File: config.mk
export PLATFORM = sky130hd
export DESIGN_NAME = seq_int_ctrl
export DESIGN_NICKNAME = d
export VERILOG_FILES = /design/src/rtl/seq_int_ctrl.sv
export SDC_FILE = /design/constraint.sdc
export NUM_CORES = 1
export LEC_CHECK = 0
export BUFFER_PORTS_ARGS = -buffer_cell sky130_fd_sc_hd__buf_2
export CORE_MARGIN = 1
export CORE_UTILIZATION = 23
export CTS_BUF_LIST = sky130_fd_sc_hd__clkbuf_2
export DETAILED_ROUTE_END_ITERATION = 8
export HOLD_SLACK_MARGIN = 0.05
export PLACE_DENSITY = 0.53
export SYNTH_ARGS = -nofsm -noshare
export SYNTH_HDL_FRONTEND = slang
export SYNTH_SLANG_ARGS = --single-unit
File: constraint.sdc
create_clock -name CLK -period 1.4 [get_ports CLK]
set_input_delay 0.14 -clock CLK [delete_from_list [all_inputs] [get_ports CLK]]
set_output_delay 0.14 -clock CLK [all_outputs]
set_load 0.01 [all_outputs]
File: src/rtl/seq_int_ctrl.sv
// Interrupt request/dispatch controller: IF/IE/IME, EI delay, priority vectoring, HALT sleep/wake.
// Optional build macro SEQ_INT_HALT_BUG_EN adds the HALT_BUG output.
module seq_int_ctrl #(
   parameter int         NUM_IRQ         = 5,
   parameter logic [7:0] VEC_BASE        = 8'h40,
   parameter int         VEC_STRIDE      = 8,
   parameter int         DISPATCH_CYCLES = 5
) (
   input  logic               CLK,
   input  logic               SYNC_RESET,
   input  logic [NUM_IRQ-1:0] IRQ_IN,
   input  logic [7:0]         DATA_IN,
   input  logic               IF_WE,
   input  logic               IE_WE,
   output logic [7:0]         IF_OUT,
   output logic [7:0]         IE_OUT,
   input  logic               EI_EXEC,
   input  logic               DI_EXEC,
   input  logic               RETI_EXEC,
   input  logic               HALT_EXEC,
   input  logic               INSN_BOUNDARY,
   output logic               INT_REQ,
   input  logic               INT_ACK,
   output logic [7:0]         VECTOR,
   output logic               IME,
   output logic               BUSY,
   output logic               HALTED,
`ifdef SEQ_INT_HALT_BUG_EN
   output logic               HALT_BUG,
`endif
   output logic               WAKE
);

   localparam int               CNT_W    = $clog2(DISPATCH_CYCLES + 1);
   localparam logic [CNT_W-1:0] CNT_LOAD = CNT_W'(DISPATCH_CYCLES - 1);
   localparam logic [7:0]       IF_PAD   = ~((8'd1 << NUM_IRQ) - 8'd1);

   typedef enum logic [1:0] {ST_RUN, ST_HALT, ST_DISPATCH} state_e;

   state_e             state_q;
   logic [NUM_IRQ-1:0] if_q, if_d;
   logic [7:0]         ie_q, ie_d;
   logic               ime_q, ime_d;
   logic               ei_pend_q, ei_pend_d;
   logic [7:0]         vector_q;
   logic [CNT_W-1:0]   cnt_q;
   logic               wake_q;
   logic               halt_bug_q;

   logic [NUM_IRQ-1:0] pend, if_wr, pend_ack, ack_low;
   logic [7:0]         ie_wr, ack_vec;
   logic               ack_run;

   assign pend    = if_q & ie_q[NUM_IRQ-1:0];
   assign ack_run = INT_ACK && (state_q == ST_RUN);

   // An acknowledge sees same-cycle IF/IE writes, so a write can withdraw the request.
   assign if_wr    = IF_WE ? DATA_IN[NUM_IRQ-1:0] : if_q;
   assign ie_wr    = IE_WE ? DATA_IN : ie_q;
   assign pend_ack = if_wr & ie_wr[NUM_IRQ-1:0];

   // NOTE: every always_comb output gets a default first, otherwise a latch is inferred.
   always_comb begin
      ack_low = '0;
      ack_vec = 8'h00;
      for (int i = NUM_IRQ - 1; i >= 0; i--) begin
         if (pend_ack[i]) begin
            ack_low    = '0;
            ack_low[i] = 1'b1;
            ack_vec    = 8'(int'(VEC_BASE) + VEC_STRIDE * i);
         end
      end
   end

   always_comb begin
      ie_d = ie_wr;
      if_d = ack_run ? (if_wr & ~ack_low) : if_wr;
      if_d = if_d | IRQ_IN;

      ime_d     = ime_q;
      ei_pend_d = ei_pend_q;
      if (ei_pend_q && INSN_BOUNDARY) begin
         ime_d     = 1'b1;
         ei_pend_d = 1'b0;
      end
      if (EI_EXEC)   ei_pend_d = 1'b1;
      if (RETI_EXEC) ime_d     = 1'b1;
      if (DI_EXEC || ack_run) begin
         ime_d     = 1'b0;
         ei_pend_d = 1'b0;
      end
   end

   // NOTE: sequential state uses non-blocking assignments so every register samples pre-edge values.
   always_ff @(posedge CLK) begin
      if (SYNC_RESET) begin
         state_q    <= ST_RUN;
         if_q       <= '0;
         ie_q       <= 8'h00;
         ime_q      <= 1'b0;
         ei_pend_q  <= 1'b0;
         vector_q   <= 8'h00;
         cnt_q      <= '0;
         wake_q     <= 1'b0;
         halt_bug_q <= 1'b0;
      end else begin
         if_q       <= if_d;
         ie_q       <= ie_d;
         ime_q      <= ime_d;
         ei_pend_q  <= ei_pend_d;
         wake_q     <= 1'b0;
         halt_bug_q <= 1'b0;
         case (state_q)
            ST_RUN: begin
               if (INT_ACK) begin
                  state_q  <= ST_DISPATCH;
                  vector_q <= ack_vec;
                  cnt_q    <= CNT_LOAD;
               end else if (HALT_EXEC) begin
                  if (pend == '0) begin
                     state_q <= ST_HALT;
                  end
`ifdef SEQ_INT_HALT_BUG_EN
                  else if (!ime_q) begin
                     halt_bug_q <= 1'b1;
                  end
`endif
               end
            end
            ST_HALT: begin
               if (pend != '0) begin
                  state_q <= ST_RUN;
                  wake_q  <= 1'b1;
               end
            end
            ST_DISPATCH: begin
               if (cnt_q == '0) state_q <= ST_RUN;
               else             cnt_q   <= cnt_q - 1'b1;
            end
            default: state_q <= ST_RUN;
         endcase
      end
   end

   assign IF_OUT  = IF_PAD | 8'(if_q);
   assign IE_OUT  = ie_q;
   assign IME     = ime_q;
   assign VECTOR  = vector_q;
   assign INT_REQ = (state_q == ST_RUN) && ime_q && (pend != '0);
   assign BUSY    = (state_q == ST_DISPATCH);
   assign HALTED  = (state_q == ST_HALT);
   assign WAKE    = wake_q;
`ifdef SEQ_INT_HALT_BUG_EN
   assign HALT_BUG = halt_bug_q;
`else
   logic unused_halt_bug;
   assign unused_halt_bug = halt_bug_q;
`endif

endmodule

# Word level (Yosys, flattened, before mapping)
# Cells that the tools add are included.
[word_totals]
register_bits = 29
output_inout_bits = 29
elab_cells = 68
[op_classes]
add_sub_neg = 1
n_eq_ne = 8
muxes = 27
bitwise_logic = 6
reduce_logical = 17
[ops]
columns = ["op", "n"]
rows = [
  ["$mux 5", 8],
  ["$mux 8", 4],
  ["$and 5x5->5", 3],
  ["$mux 2", 5],
  ["$mux 7", 1],
  ["$mux 3", 2],
  ["$pmux 2 s3", 1],
  ["$pmux 3 s2", 1],
  ["$reduce_bool 2->1", 3],
  ["$logic_not 5->1", 1],
  ["$mux 1", 5],
  ["$not 5->5", 1],
  ["$or 5x5->5", 1],
  ["$reduce_bool 5->1", 1],
  ["$logic_and 1x1->1", 4],
  ["$ne 2x1->1 const B", 2],
  ["$ne 2x2->1 const B", 2],
  ["$reduce_and 4->1", 1],
  ["$reduce_or 2->1", 2],
  ["$logic_not 3->1", 1],
  ["$ne 3x2->1 const B", 1],
  ["$ne 3x3->1 const B", 1],
  ["$reduce_and 3->1", 1],
  ["$sub 3x1->3 const B", 1],
  ["6 further kinds", 6],
]

# Logic depth before layout (Yosys ltp)
[logic_depth]
ltp_word = 11
mapped_depth = 6
ltp_nobuf = 6

# Worst setup path before layout
# OpenSTA, ideal clock, no wires.
[synth_path]
path_type = "register -> register"
startpoint = "register state_q[0]"
endpoint = "register vector_q[4] (netlist: VECTOR[4])"
t_arrival_ns = 1.403
t_required_ns = 1.312
slack_ns = -0.091
path_stages_with_launch = 6
n_path_buf = 2
period_less_slack_ns = 1.491
cell_sequence = "dfxtp_1 -> buf_6 -> or3b_4 -> buf_6 -> a221o_1 -> o32ai_2"
[synth_via]
elab_chain_cells = 2
[synth_lines]
columns = ["item", "line", "rtl"]
rows = [
  ["start, declared", "40", "state_e state_q;"],
  ["start signal, assigned", "97", "state_q <= ST_RUN;"],
  ["start signal, assigned", "116", "state_q <= ST_DISPATCH;"],
  ["start signal, assigned", "121", "state_q <= ST_HALT;"],
  ["$logic_not 2->1", "113", "case (state_q)"],
  ["$reduce_and 2->1 (no source line)", "--", ""],
  ["end signal, assigned", "117", "vector_q <= ack_vec;"],
  ["end, declared", "45", "logic [7:0] vector_q;"],
]
# Every way passes these cells.
# A chain may end at the register's enable or synchronous reset.

# Final worst setup path
[layout_path]
startpoint = "register if_q[4]"
endpoint = "output port INT_REQ"
[layout_via]
elab_chain_cells = 3
[layout_lines]
columns = ["item", "line", "rtl"]
rows = [
  ["start, declared", "41", "logic [NUM_IRQ-1:0] if_q, if_d;"],
  ["start signal, assigned", "107", "if_q <= if_d;"],
  ["$and 5x5->5", "54", "assign pend = if_q & ie_q[NUM_IRQ-1:0];"],
  ["$reduce_bool 5->1", "149", "assign INT_REQ = (state_q == ST_RUN) && ime_q && (pend != '0);"],
  ["$logic_and 1x1->1", "149", ""],
  ["end, declared", "22", "output logic INT_REQ,"],
]
# Every way passes these cells.

==> results.json <==
{
  "cts-root-buf": "clkbuf_2",
  "synthArstFlopShare_pct": 0,
  "ys_seq_elements": 25,
  "setup_viol": 2,
  "cts_sinks": 25,
  "yosysSeqAreaShare_pct": 38.7,
  "clockBufferDepth": 2,
  "fmax_mhz": 586,
  "clkTransAtPathRegs_ns": 0.24,
  "track_usage_pct": 12.4,
  "yosysWarnings": 0,
  "htreeDepth": 1,
  "postPlaceCellArea_sq_um": 1680,
  "rows": 26,
  "critPathKind": "reg2out",
  "syn-cell-area_sq_um": 1290,
  "whs_ns": 0.0791,
  "synth_cells": 141,
  "antenna_cells": 0,
  "fin_crit_sh_pct": 122,
  "hpwl_um": 2590,
  "ys_top_cells_by_area": "dfxtp_1 39%, mux2i_1 6.2%, buf_4 4.1%",
  "drt-total-wl_um": 3560,
  "clk_latency_ns": 0.34,
  "violations": "setup timing",
  "cap_violations": 0,
  "cp-start-kind": "flip-flop",
  "ant_nets": 0,
  "drive_gt1_share_pct": 46.7,
  "grt_pass1_vias": 1211,
  "end_kind": "primary output",
  "grt_overflow": 0,
  "synth_edf_count": 0,
  "ys.flop_type": "dfxtp_1",
  "antenna_found_initial": 0,
  "hp-class": "in2reg",
  "powerDensity_nw_per_um2": 822,
  "synth_cell_type_count": 45,
  "drc": 0,
  "final_nets": 240,
  "period_needed_ns": 1.71,
  "worstPathMaxFanout": 2,
  "synth_area_per_cell_sq_um": 9.18,
  "dr_total_vias": 1261,
  "dp_cells": 266,
  "fillCellCount": 562,
  "drtPass1Iterations": 4,
  "die_w_um": 77,
  "peakVddDrop_mv": 0.256,
  "syn_to_final_growth_pct": 50.4,
  "cts_tree": "done",
  "status": "complete, but fails checks",
  "port_buffers": 44,
  "grt_max_degree": 16,
  "fin_area_sq_um": 1950,
  "grt_pass1_wl_um": 5890,
  "drt_first_iter_violations": 40,
  "start_util_pct": 24.5,
  "viasPerCell": 4.44,
  "instances_no_fill": 284,
  "gp_congestion": 0.733,
  "cp.required_ns": 1.26,
  "die_h_um": 77,
  "synth_top_area_share_pct": 38.7,
  "hold_viol": 0,
  "yosysTopAreaCell": "dfxtp_1",
  "setup_ws_ns": -0.307,
  "coreArea_sq_um": 5270,
  "io_pins": 52,
  "drv_slew": 0,
  "rsz0062_at_grt": "true",
  "finClkSkew_ns": 0.0175,
  "fin_util_pct": 36.9,
  "cts_made_buffers": 3,
  "dieArea_sq_um": 5930,
  "leakage_nw": 0.896,
  "wl_per_cell_um": 12.5,
  "arrival_ns": 1.57
}
[cell families after synthesis]
kind of cell             after synthesis  synth area share [%]
AO/OA/AOI/OAI                         39                  23.2
AND/OR/NAND/NOR                       40                  16.8
buffers and inverters                 22                  9.96
other                                  2                 0.580
adder cells (fa/ha/maj)                2                  1.93
multiplexers                          11                  8.80
flip-flops                            25                  38.7
[Yosys cell counts, types with 2 or more instances]
| library cell | n |
|---|---|
| ha_1 | 2 |
| mux2_2 | 3 |
| and3_1 | 3 |
| a21oi_1 | 5 |
| nand3_1 | 2 |
| dfxtp_1 | 25 |
| nor2b_1 | 4 |
| clkbuf_1 | 2 |
| a31oi_1 | 4 |
| conb_1 | 2 |
| o22ai_1 | 2 |
| mux2i_1 | 8 |
| inv_1 | 7 |
| nor4_1 | 2 |
| nor3_1 | 4 |
| nand2_1 | 4 |
| nand2b_1 | 2 |
| buf_4 | 7 |
| o22a_1 | 3 |
| buf_6 | 2 |
| o21bai_1 | 3 |
| a211oi_1 | 3 |
| o21ai_0 | 5 |
| nor2_1 | 13 |
| buf_2 | 4 |
[per-layer routing]
| layer | up-vias | global-route usage, % | wire, um |
|---|---|---|---|
| li1 | 650 | - | - |
| met1 | 579 | 16.5 | 1650 |
| met2 | 30 | 19.6 | 1660 |
| met3 | 2 | 3.10 | 199 |
| met4 | 0 | 3.96 | 41 |
| met5 | - | 0 | 0 |
[path summary, 6_finish.rpt]
| path | from | end | slack [ns] | cells after the start |
|---|---|---|---|---|
| hold reg to reg | VECTOR[4] | VECTOR[4] | 0.52 | 2 |
| setup / recovery | if_q[4] | INT_REQ | -0.31 | 4 |
| hold / removal | IRQ_IN[1] | if_q[1] | 0.08 | 3 |
| setup reg to reg | cnt_q[0] | cnt_q[1] | -0.06 | 6 |
[final cells by class]
cell class,count,area (sq um),share of cell area (%)
multi-input cells,99,778,40.0
repair buffers,79,524,26.9
flip-flops and latches,25,509,26.2
well taps,70,87.6,4.50
inverters,7,26.3,1.35
clock buffers,4,20.0,1.03
[critical path, cell delays in order (launching register included)]
cell and delay, ns:
dfxtp_2 0.38, a222oi_1 0.38, nand2_1 0.15, and3_1 0.19, buf_2 0.13
[stage by stage]
step	power (mW)	setup TNS, ns	setup WS, ns
2_1_floorplan	1.07	-0.203	-0.0696
3_3_place_gp	1.23	-0.213	-0.111
3_5_place_dp	1.24	-0.297	-0.146
4_1_cts	1.58	-0.356	-0.321
5_1_grt	1.72	-0.728	-0.438
6_report	1.60	-0.366	-0.307
[power by group]
part	internal, mW	switching (mW)	total (mW)
Sequential	0.765	0.0318	0.797
Clock	0.0755	0.212	0.287
Combinational	0.263	0.253	0.516
Total	1.10	0.497	1.60
[registers in the layout, indices dropped and copies added, names as in the netlist]
name and cells:
ei_pend_q 1, WAKE 1, cnt_q 3, VECTOR 4, if_q 5, IME 1
state_q 2, IE_OUT 8
[what timing repair did]
| action | CTS | global route |
|---|---|---|
| endpoints found under the hold margin | 11 | 0 |
| endpoints found under the setup margin | 5 | 11 |
| buffers inserted | 0 | 2 |
| hold buffers | 12 | 0 |
| gates resized for setup | 9 | 17 |
| pin swaps | 7 | 6 |
[placed cells by master, fill, tap and decap left out, types with 4 or more instances in the layout]
| cell type | n |
|---|---|
| conb_1 | 7 |
| nor3_1 | 4 |
| a21oi_1 | 4 |
| dfxtp_2 | 7 |
| mux2i_1 | 8 |
| nor2_1 | 13 |
| buf_2 | 44 |
| o21ai_0 | 5 |
| clkbuf_2 | 4 |
| inv_1 | 5 |
| buf_4 | 20 |
| dlygate4sd3_1 | 12 |
| dfxtp_1 | 18 |
Note: power is estimated with default switching activity, not from simulation.
